File: src/rtl/rob_multi.sv
// Reorder buffer with two writeback ports, in-order single commit and flush on a mispredicted jump.
// Define ROB_PERF_EN to add the commit/flush performance counters.
module rob_multi #(
  parameter int ROB_WIDTH = 4,
  parameter int XLEN      = 32
) (
  input  logic                 clk_in,
  input  logic                 rst_in,
  input  logic                 rdy_in,
  input  logic                 alloc_valid,
  output logic                 alloc_ready,
  output logic [ROB_WIDTH-1:0] alloc_tag,
  input  logic [2:0]           alloc_op,
  input  logic [4:0]           alloc_rd,
  input  logic [XLEN-1:0]      alloc_pred_pc,
  input  logic                 wb0_valid,
  input  logic [ROB_WIDTH-1:0] wb0_tag,
  input  logic [XLEN-1:0]      wb0_wdata,
  input  logic [XLEN-1:0]      wb0_next_pc,
  input  logic                 wb1_valid,
  input  logic [ROB_WIDTH-1:0] wb1_tag,
  input  logic [XLEN-1:0]      wb1_wdata,
  input  logic [XLEN-1:0]      wb1_next_pc,
  output logic                 commit_valid,
  output logic [ROB_WIDTH-1:0] commit_tag,
  output logic [2:0]           commit_op,
  output logic [4:0]           commit_rd,
  output logic [XLEN-1:0]      commit_wdata,
  output logic                 flush,
  output logic [XLEN-1:0]      flush_pc,
`ifdef ROB_PERF_EN
  output logic [31:0]          perf_commit_cnt,
  output logic [31:0]          perf_flush_cnt,
`endif
  output logic [ROB_WIDTH:0]   count
);

  localparam int ROB_SIZE = 2**ROB_WIDTH;
  localparam logic [ROB_WIDTH-1:0] TAG_ONE  = ROB_WIDTH'(1);
  localparam logic [ROB_WIDTH:0]   CNT_ONE  = (ROB_WIDTH+1)'(1);
  localparam logic [ROB_WIDTH:0]   CNT_FULL = (ROB_WIDTH+1)'(ROB_SIZE);
  localparam logic [2:0] OP_JUMP = 3'd1;
  localparam logic [2:0] OP_BOTH = 3'd2;

  logic [ROB_WIDTH-1:0] head_q, head_d, tail_q, tail_d;
  logic [ROB_WIDTH:0]   count_q, count_d;
  logic                 valid_q [ROB_SIZE];
  logic                 valid_d [ROB_SIZE];
  logic                 ready_q [ROB_SIZE];
  logic                 ready_d [ROB_SIZE];
  logic [2:0]           op_q    [ROB_SIZE];
  logic [2:0]           op_d    [ROB_SIZE];
  logic [4:0]           rd_q    [ROB_SIZE];
  logic [4:0]           rd_d    [ROB_SIZE];
  logic [XLEN-1:0]      pred_q  [ROB_SIZE];
  logic [XLEN-1:0]      pred_d  [ROB_SIZE];
  logic [XLEN-1:0]      wdata_q [ROB_SIZE];
  logic [XLEN-1:0]      wdata_d [ROB_SIZE];
  logic [XLEN-1:0]      npc_q   [ROB_SIZE];
  logic [XLEN-1:0]      npc_d   [ROB_SIZE];

  logic                 commit_valid_q, commit_valid_d;
  logic [ROB_WIDTH-1:0] commit_tag_q, commit_tag_d;
  logic [2:0]           commit_op_q, commit_op_d;
  logic [4:0]           commit_rd_q, commit_rd_d;
  logic [XLEN-1:0]      commit_wdata_q, commit_wdata_d;
  logic                 flush_q, flush_d;
  logic [XLEN-1:0]      flush_pc_q, flush_pc_d;

  logic alloc_fire, commit_fire, mispredict;

  assign alloc_ready = rdy_in && !flush_q && (count_q != CNT_FULL);
  assign alloc_fire  = alloc_valid && alloc_ready;
  // Head readiness comes from registered state only, so a writeback never commits on its own edge.
  assign commit_fire = rdy_in && !flush_q && valid_q[head_q] && ready_q[head_q];
  assign mispredict  = commit_fire && ((op_q[head_q] == OP_JUMP) || (op_q[head_q] == OP_BOTH))
                       && (npc_q[head_q] != pred_q[head_q]);

  always_comb begin
    head_d         = head_q;
    tail_d         = tail_q;
    count_d        = count_q;
    valid_d        = valid_q;
    ready_d        = ready_q;
    op_d           = op_q;
    rd_d           = rd_q;
    pred_d         = pred_q;
    wdata_d        = wdata_q;
    npc_d          = npc_q;
    commit_valid_d = commit_valid_q;
    commit_tag_d   = commit_tag_q;
    commit_op_d    = commit_op_q;
    commit_rd_d    = commit_rd_q;
    commit_wdata_d = commit_wdata_q;
    flush_d        = flush_q;
    flush_pc_d     = flush_pc_q;
    if (rdy_in) begin
      commit_valid_d = commit_fire;
      flush_d        = mispredict;
      // Port 1 is applied first so port 0 overrides it on a shared tag.
      if (!flush_q && wb1_valid && valid_q[wb1_tag]) begin
        ready_d[wb1_tag] = 1'b1;
        wdata_d[wb1_tag] = wb1_wdata;
        npc_d[wb1_tag]   = wb1_next_pc;
      end
      if (!flush_q && wb0_valid && valid_q[wb0_tag]) begin
        ready_d[wb0_tag] = 1'b1;
        wdata_d[wb0_tag] = wb0_wdata;
        npc_d[wb0_tag]   = wb0_next_pc;
      end
      if (alloc_fire) begin
        valid_d[tail_q] = 1'b1;
        ready_d[tail_q] = 1'b0;
        op_d[tail_q]    = alloc_op;
        rd_d[tail_q]    = alloc_rd;
        pred_d[tail_q]  = alloc_pred_pc;
        tail_d          = tail_q + TAG_ONE;
      end
      if (commit_fire) begin
        commit_tag_d    = head_q;
        commit_op_d     = op_q[head_q];
        commit_rd_d     = rd_q[head_q];
        commit_wdata_d  = wdata_q[head_q];
        valid_d[head_q] = 1'b0;
        ready_d[head_q] = 1'b0;
        head_d          = head_q + TAG_ONE;
      end
      case ({alloc_fire, commit_fire})
        2'b10:   count_d = count_q + CNT_ONE;
        2'b01:   count_d = count_q - CNT_ONE;
        default: count_d = count_q;
      endcase
      if (mispredict) begin
        flush_pc_d = npc_q[head_q];
        head_d     = '0;
        tail_d     = '0;
        count_d    = '0;
        for (int i = 0; i < ROB_SIZE; i++) begin
          valid_d[i] = 1'b0;
          ready_d[i] = 1'b0;
        end
      end
    end
  end

  always_ff @(posedge clk_in or posedge rst_in) begin
    if (rst_in) begin
      head_q         <= '0;
      tail_q         <= '0;
      count_q        <= '0;
      for (int i = 0; i < ROB_SIZE; i++) begin
        valid_q[i] <= 1'b0;
        ready_q[i] <= 1'b0;
      end
      commit_valid_q <= 1'b0;
      commit_tag_q   <= '0;
      commit_op_q    <= '0;
      commit_rd_q    <= '0;
      commit_wdata_q <= '0;
      flush_q        <= 1'b0;
      flush_pc_q     <= '0;
    end else begin
      head_q         <= head_d;
      tail_q         <= tail_d;
      count_q        <= count_d;
      valid_q        <= valid_d;
      ready_q        <= ready_d;
      commit_valid_q <= commit_valid_d;
      commit_tag_q   <= commit_tag_d;
      commit_op_q    <= commit_op_d;
      commit_rd_q    <= commit_rd_d;
      commit_wdata_q <= commit_wdata_d;
      flush_q        <= flush_d;
      flush_pc_q     <= flush_pc_d;
    end
  end

  // Payload is only meaningful behind a valid bit, so it needs no reset.
  always_ff @(posedge clk_in) begin
    op_q    <= op_d;
    rd_q    <= rd_d;
    pred_q  <= pred_d;
    wdata_q <= wdata_d;
    npc_q   <= npc_d;
  end

`ifdef ROB_PERF_EN
  logic [31:0] perf_commit_q, perf_commit_d, perf_flush_q, perf_flush_d;

  always_comb begin
    perf_commit_d = perf_commit_q;
    perf_flush_d  = perf_flush_q;
    if (commit_fire) perf_commit_d = perf_commit_q + 32'd1;
    if (mispredict)  perf_flush_d  = perf_flush_q + 32'd1;
  end

  always_ff @(posedge clk_in or posedge rst_in) begin
    if (rst_in) begin
      perf_commit_q <= '0;
      perf_flush_q  <= '0;
    end else begin
      perf_commit_q <= perf_commit_d;
      perf_flush_q  <= perf_flush_d;
    end
  end

  assign perf_commit_cnt = perf_commit_q;
  assign perf_flush_cnt  = perf_flush_q;
`endif

  assign alloc_tag    = tail_q;
  assign count        = count_q;
  assign commit_valid = commit_valid_q;
  assign commit_tag   = commit_tag_q;
  assign commit_op    = commit_op_q;
  assign commit_rd    = commit_rd_q;
  assign commit_wdata = commit_wdata_q;
  assign flush        = flush_q;
  assign flush_pc     = flush_pc_q;

endmodule

File: config.mk
export PLATFORM = sky130hd
export DESIGN_NAME = rob_multi
export DESIGN_NICKNAME = d
export VERILOG_FILES = /design/src/rtl/rob_multi.sv
export SDC_FILE = /design/constraint.sdc
export NUM_CORES = 2
export LEC_CHECK = 0
export BUFFER_PORTS_ARGS = -buffer_cell sky130_fd_sc_hd__buf_2
export CAP_MARGIN = 5
export CORE_MARGIN = 5
export CORE_UTILIZATION = 35
export DETAILED_ROUTE_END_ITERATION = 8
export GPL_TIMING_DRIVEN = 0
export PLACE_DENSITY_LB_ADDON = 0.08
export SLEW_MARGIN = 20
export SYNTH_ARGS = -nofsm -noshare
export SYNTH_HDL_FRONTEND = slang
export SYNTH_SLANG_ARGS = --single-unit
File: constraint.sdc
create_clock -name clk_in -period 4.72 [get_ports clk_in]
set_input_delay 0.236 -clock clk_in [delete_from_list [all_inputs] [get_ports clk_in]]
set_output_delay 0.236 -clock clk_in [all_outputs]
set_load 0.05 [all_outputs]
==> run_summary.xml <==
<?xml version="1.0" encoding="UTF-8"?>
<metrics>
  <group name="job">
    <metric name="cap_violations" unit="">0</metric>
  </group>
  <group name="synthesis">
    <metric name="postSynthAreaPerCell" unit="µm²">13.7</metric>
    <metric name="synth-seq-area-share" unit="">0.591</metric>
    <metric name="synth_enable_flop_cells" unit="">1664</metric>
    <metric name="synth-seq-cells" unit="">1787</metric>
    <metric name="synth_flop_cell" unit="">sky130_fd_sc_hd__edfxtp_1</metric>
    <metric name="netlist_area" unit="µm²">89800</metric>
    <metric name="yosysWarningCount" unit="">0</metric>
    <metric name="ys_types" unit="">53</metric>
    <metric name="synth-async-reset-ratio" unit="">0.0688</metric>
    <metric name="syn-instance-count" unit="">6575</metric>
    <metric name="synth_fp_nets" unit="">6767</metric>
  </group>
  <group name="floorplanning">
    <metric name="dieHeight" unit="µm">516</metric>
    <metric name="core_area" unit="µm²">256000</metric>
    <metric name="ios" unit="">270</metric>
    <metric name="num_rows" unit="">186</metric>
    <metric name="fp.dieArea" unit="µm²">267000</metric>
    <metric name="floorplan.die.width" unit="µm">516</metric>
    <metric name="initial_core_util" unit="">0.351</metric>
  </group>
  <group name="sta">
    <metric name="finalHoldViolCount" unit="">0</metric>
    <metric name="rsz0062_at_grt" unit="">no</metric>
    <metric name="timing.slew.headroom" unit="">0.128</metric>
    <metric name="timing_max_transition_violations_final" unit="">0</metric>
    <metric name="max_freq" unit="MHz">213</metric>
    <metric name="setup-violations-final" unit="">0</metric>
    <metric name="setup_slack" unit="ns">0.0294</metric>
    <metric name="post-route-min-period" unit="ns">4.69</metric>
    <metric name="worst_hold_slack" unit="ns">0.101</metric>
    <metric name="final.period_utilization" unit="">0.994</metric>
    <metric name="worst-slew-pin-transition" unit="ns">1.31</metric>
    <metric name="final.setup_skew" unit="ns">0.100</metric>
  </group>
  <group name="setup_path">
    <metric name="startpoint_type" unit="">flop</metric>
    <metric name="crit_path_top_delay_cell" unit="">sky130_fd_sc_hd__dfrtp_1</metric>
    <metric name="crit_path_max_incr_delay" unit="ns">0.45</metric>
    <metric name="critPathArrivalTime" unit="ns">5.43</metric>
    <metric name="critPathCaptureType" unit="">flop</metric>
    <metric name="timing.setup.critical_path_class" unit="">reg -&gt; reg</metric>
    <metric name="critPathMostFrequentCell" unit="">sky130_fd_sc_hd__buf_2</metric>
    <metric name="cp.buffers_inverters" unit="">6</metric>
    <metric name="crit_fanout" unit="">10</metric>
    <metric name="cp_top_family" unit="">buffers and inverters</metric>
    <metric name="cell_chain_of_the_critical_path" unit="">buf_2 &gt; buf_2 &gt; buf_2 &gt; buf_16 &gt; mux4_2 &gt; a22oi_1 &gt; nand2_1 &gt; xor2_1 &gt; nand4_1 &gt; nor4_4 &gt; a211oi_4 &gt; buf_6 &gt; buf_2 &gt; nor2_1</metric>
    <metric name="critPathRequiredTime" unit="ns">5.46</metric>
  </group>
  <group name="clocking">
    <metric name="path_clk_slew" unit="ns">0.06</metric>
    <metric name="ctsLongestPathBuffers" unit="">3</metric>
    <metric name="worstSkewPairLatency" unit="ns">0.92</metric>
    <metric name="ctsRootBufferMaster" unit="">sky130_fd_sc_hd__clkbuf_16</metric>
    <metric name="clock_sinks" unit="">1787</metric>
    <metric name="tritoncts_buffer_count" unit="">207</metric>
    <metric name="cts_htree_levels" unit="">4</metric>
    <metric name="tritoncts_clock_tree" unit="">done</metric>
  </group>
  <group name="cells_and_area">
    <metric name="finish.instance_area" unit="µm²">106000</metric>
    <metric name="layout-drive-gt1-share" unit="">0.172</metric>
    <metric name="finish.cell_count_without_fillers" unit="">10900</metric>
    <metric name="layout_common_cells" unit="">sky130_fd_sc_hd__edfxtp_1 (1,664), sky130_fd_sc_hd__nor2_1 (1,068), sky130_fd_sc_hd__a21oi_1 (1,047)</metric>
    <metric name="syn_to_final_growth" unit="%">18.0</metric>
    <metric name="layout_commonest_cell" unit="">sky130_fd_sc_hd__edfxtp_1</metric>
    <metric name="finalNetCount" unit="">7472</metric>
  </group>
  <group name="global_routing">
    <metric name="grt_overflow_total" unit="">0</metric>
    <metric name="vias_in_the_first_global_route" unit="">60900</metric>
    <metric name="global_route_wire_length_before_repair" unit="µm">496000</metric>
    <metric name="antenna_violations_before_repair" unit="">44</metric>
    <metric name="groute.usage.overall" unit="">0.264</metric>
    <metric name="grt_max_degree" unit="">95</metric>
  </group>
  <group name="detailed_routing">
    <metric name="routed_length_per_placed_instance" unit="µm">33.3</metric>
    <metric name="final_antenna_net_count" unit="">0</metric>
    <metric name="drt_pre_antenna_iters" unit="">8</metric>
    <metric name="avgViaCountPerCell" unit="">5.69</metric>
    <metric name="vias" unit="">61800</metric>
    <metric name="drc" unit="">0</metric>
    <metric name="drt-initial-drc-count" unit="">7205</metric>
    <metric name="routed_wirelength" unit="µm">362000</metric>
  </group>
  <group name="worst_hold_path">
    <metric name="worst_hold_path_class" unit="">in -&gt; reg</metric>
  </group>
  <group name="place">
    <metric name="dpl-instance-area" unit="µm²">96900</metric>
    <metric name="place.detailed.hpwl" unit="µm">252000</metric>
    <metric name="dpl.cell_count" unit="">10200</metric>
    <metric name="placement.setup.worst_slack" unit="ns">-1.29</metric>
    <metric name="port_buffers" unit="">205</metric>
    <metric name="place.gp.congestion" unit="">0.855</metric>
  </group>
  <group name="run_status">
    <metric name="outcome" unit="">finished clean</metric>
  </group>
  <group name="power_and_ir_drop">
    <metric name="irDropWorstVdd" unit="µV">375</metric>
    <metric name="power.density" unit="nW/µm²">509</metric>
    <metric name="cellLeakagePower" unit="µW">0.0405</metric>
  </group>
</metrics>
-- tightest hold or removal path, stage by stage --
cell and delay, ns:
sky130_fd_sc_hd__buf_2 0.12, sky130_fd_sc_hd__and3_1 0.20, sky130_fd_sc_hd__nand2_1 0.10, sky130_fd_sc_hd__a21oi_1 0.09
sky130_fd_sc_hd__nor2_1 0.13, sky130_fd_sc_hd__a2111oi_2 0.07
-- cell families after synthesis --
kind of cell	count (synthesis)	share of synthesized area
fa+ha+maj	10	0.00139
simple gates	1233	0.0540
flops	1787	0.591
compound gates	1231	0.0765
mux	1569	0.241
xor+xnor	41	0.00400
buf+inv	704	0.0319
-- per-stage QoR --
| stage | TNS, ns | power (µW) | utilization |
|---|---|---|---|
| after CTS | 0 | 54300 | 0.413 |
| after global routing | 0 | 55600 | 0.414 |
| after global placement | - | 38100 | 0.371 |
| final | 0 | 54000 | 0.414 |
| after detailed placement | -729.40 | 38300 | 0.378 |
| after floorplan | -0.00481 | 30100 | - |
-- path summary, 6_finish.rpt --
check                                    startpoint                           end  slack [ns]  depth (start not counted)
max in group asynchronous                    rst_in        ready_q[6]$_DFFE_PP0P_        3.33                          5
min in group asynchronous                    rst_in  commit_wdata[27]$_DFFE_PP0P_        0.56                          4
hold / removal                           wb1_tag[2]        ready_q[2]$_DFFE_PP0P_        0.10                          6
setup / recovery              head_q[1]$_DFFE_PP0P_         head_q[2]$_DFFE_PP0P_        0.03                         14
hold reg to reg            flush_pc[30]$_DFFE_PP0P_      flush_pc[30]$_DFFE_PP0P_        0.48                          1
setup reg to reg              head_q[1]$_DFFE_PP0P_         head_q[2]$_DFFE_PP0P_        0.03                         14
-- cell type report --
type / instances / area [µm²]
clock inverter: 85 / 885
buffer: 692 / 3110
fill: 24000 / 150000
tap: 3384 / 4230
inverter: 12 / 52.6
multi-input combinational: 4087 / 34000
antenna: 28 / 70.1
clock buffer: 295 / 5560
sequential: 1787 / 53000
timing repair buffer: 493 / 4960
-- state kept, by name, summed over array words and instances, names as in the netlist --
name,cells
commit_tag,4
commit_wdata,32
wdata_q,512
flush_pc,32
count,5
flush,1
pred_q,512
valid_q,16
alloc_tag,4
npc_q,512
commit_valid,1
ready_q,16
commit_rd,5
rd_q,80
commit_op,3
head_q,4
op_q,48
-- layer usage --
metal  GRT usage  wire [µm]  up-vias
met4      0.0898      12800       18
met5     0.00505        115        -
met2       0.419     169000     2660
li1            -          -    26600
met1       0.357     152000    31900
met3      0.0602      28200      519
-- where the power goes --
group,switching [µW],total [µW],internal [µW]
combinational,11800,18600,6800
sequential,755,19700,18900
clock,7110,15700,8580
-- cells in the mapped netlist, types with 10 or more instances --
cell type | instances | share of area
sky130_fd_sc_hd__a2111oi_2 | 17 | 0.0028
sky130_fd_sc_hd__a21oi_1 | 1047 | 0.058
sky130_fd_sc_hd__a221oi_1 | 33 | 0.0032
sky130_fd_sc_hd__a22o_1 | 32 | 0.0031
sky130_fd_sc_hd__a22oi_1 | 65 | 0.0054
sky130_fd_sc_hd__and3_1 | 15 | 0.0010
sky130_fd_sc_hd__buf_1 | 179 | 0.0075
sky130_fd_sc_hd__buf_2 | 27 | 0.0015
sky130_fd_sc_hd__buf_4 | 10 | 0.00084
sky130_fd_sc_hd__buf_6 | 20 | 0.0025
sky130_fd_sc_hd__clkbuf_1 | 456 | 0.019
sky130_fd_sc_hd__dfrtp_1 | 123 | 0.034
sky130_fd_sc_hd__edfxtp_1 | 1664 | 0.56
sky130_fd_sc_hd__ha_1 | 10 | 0.0014
sky130_fd_sc_hd__inv_1 | 11 | 0.00046
sky130_fd_sc_hd__mux2_1 | 32 | 0.0040
sky130_fd_sc_hd__mux2_2 | 43 | 0.0054
sky130_fd_sc_hd__mux2i_1 | 1025 | 0.11
sky130_fd_sc_hd__mux4_2 | 469 | 0.12
sky130_fd_sc_hd__nand2_1 | 77 | 0.0032
sky130_fd_sc_hd__nand3_1 | 18 | 0.0010
sky130_fd_sc_hd__nand4_1 | 10 | 0.00070
sky130_fd_sc_hd__nor2_1 | 1073 | 0.045
sky130_fd_sc_hd__xor2_1 | 38 | 0.0037
-- what timing repair did --
action,in CTS,in global routing
cloned,2,4
endpoints found under the setup margin,456,265
pin swaps,1,3
gates resized for setup,69,9
endpoints found under the hold margin,1422,0
hold buffers,214,0
buffers inserted,2,0
Power figures use the tool's default switching activity.
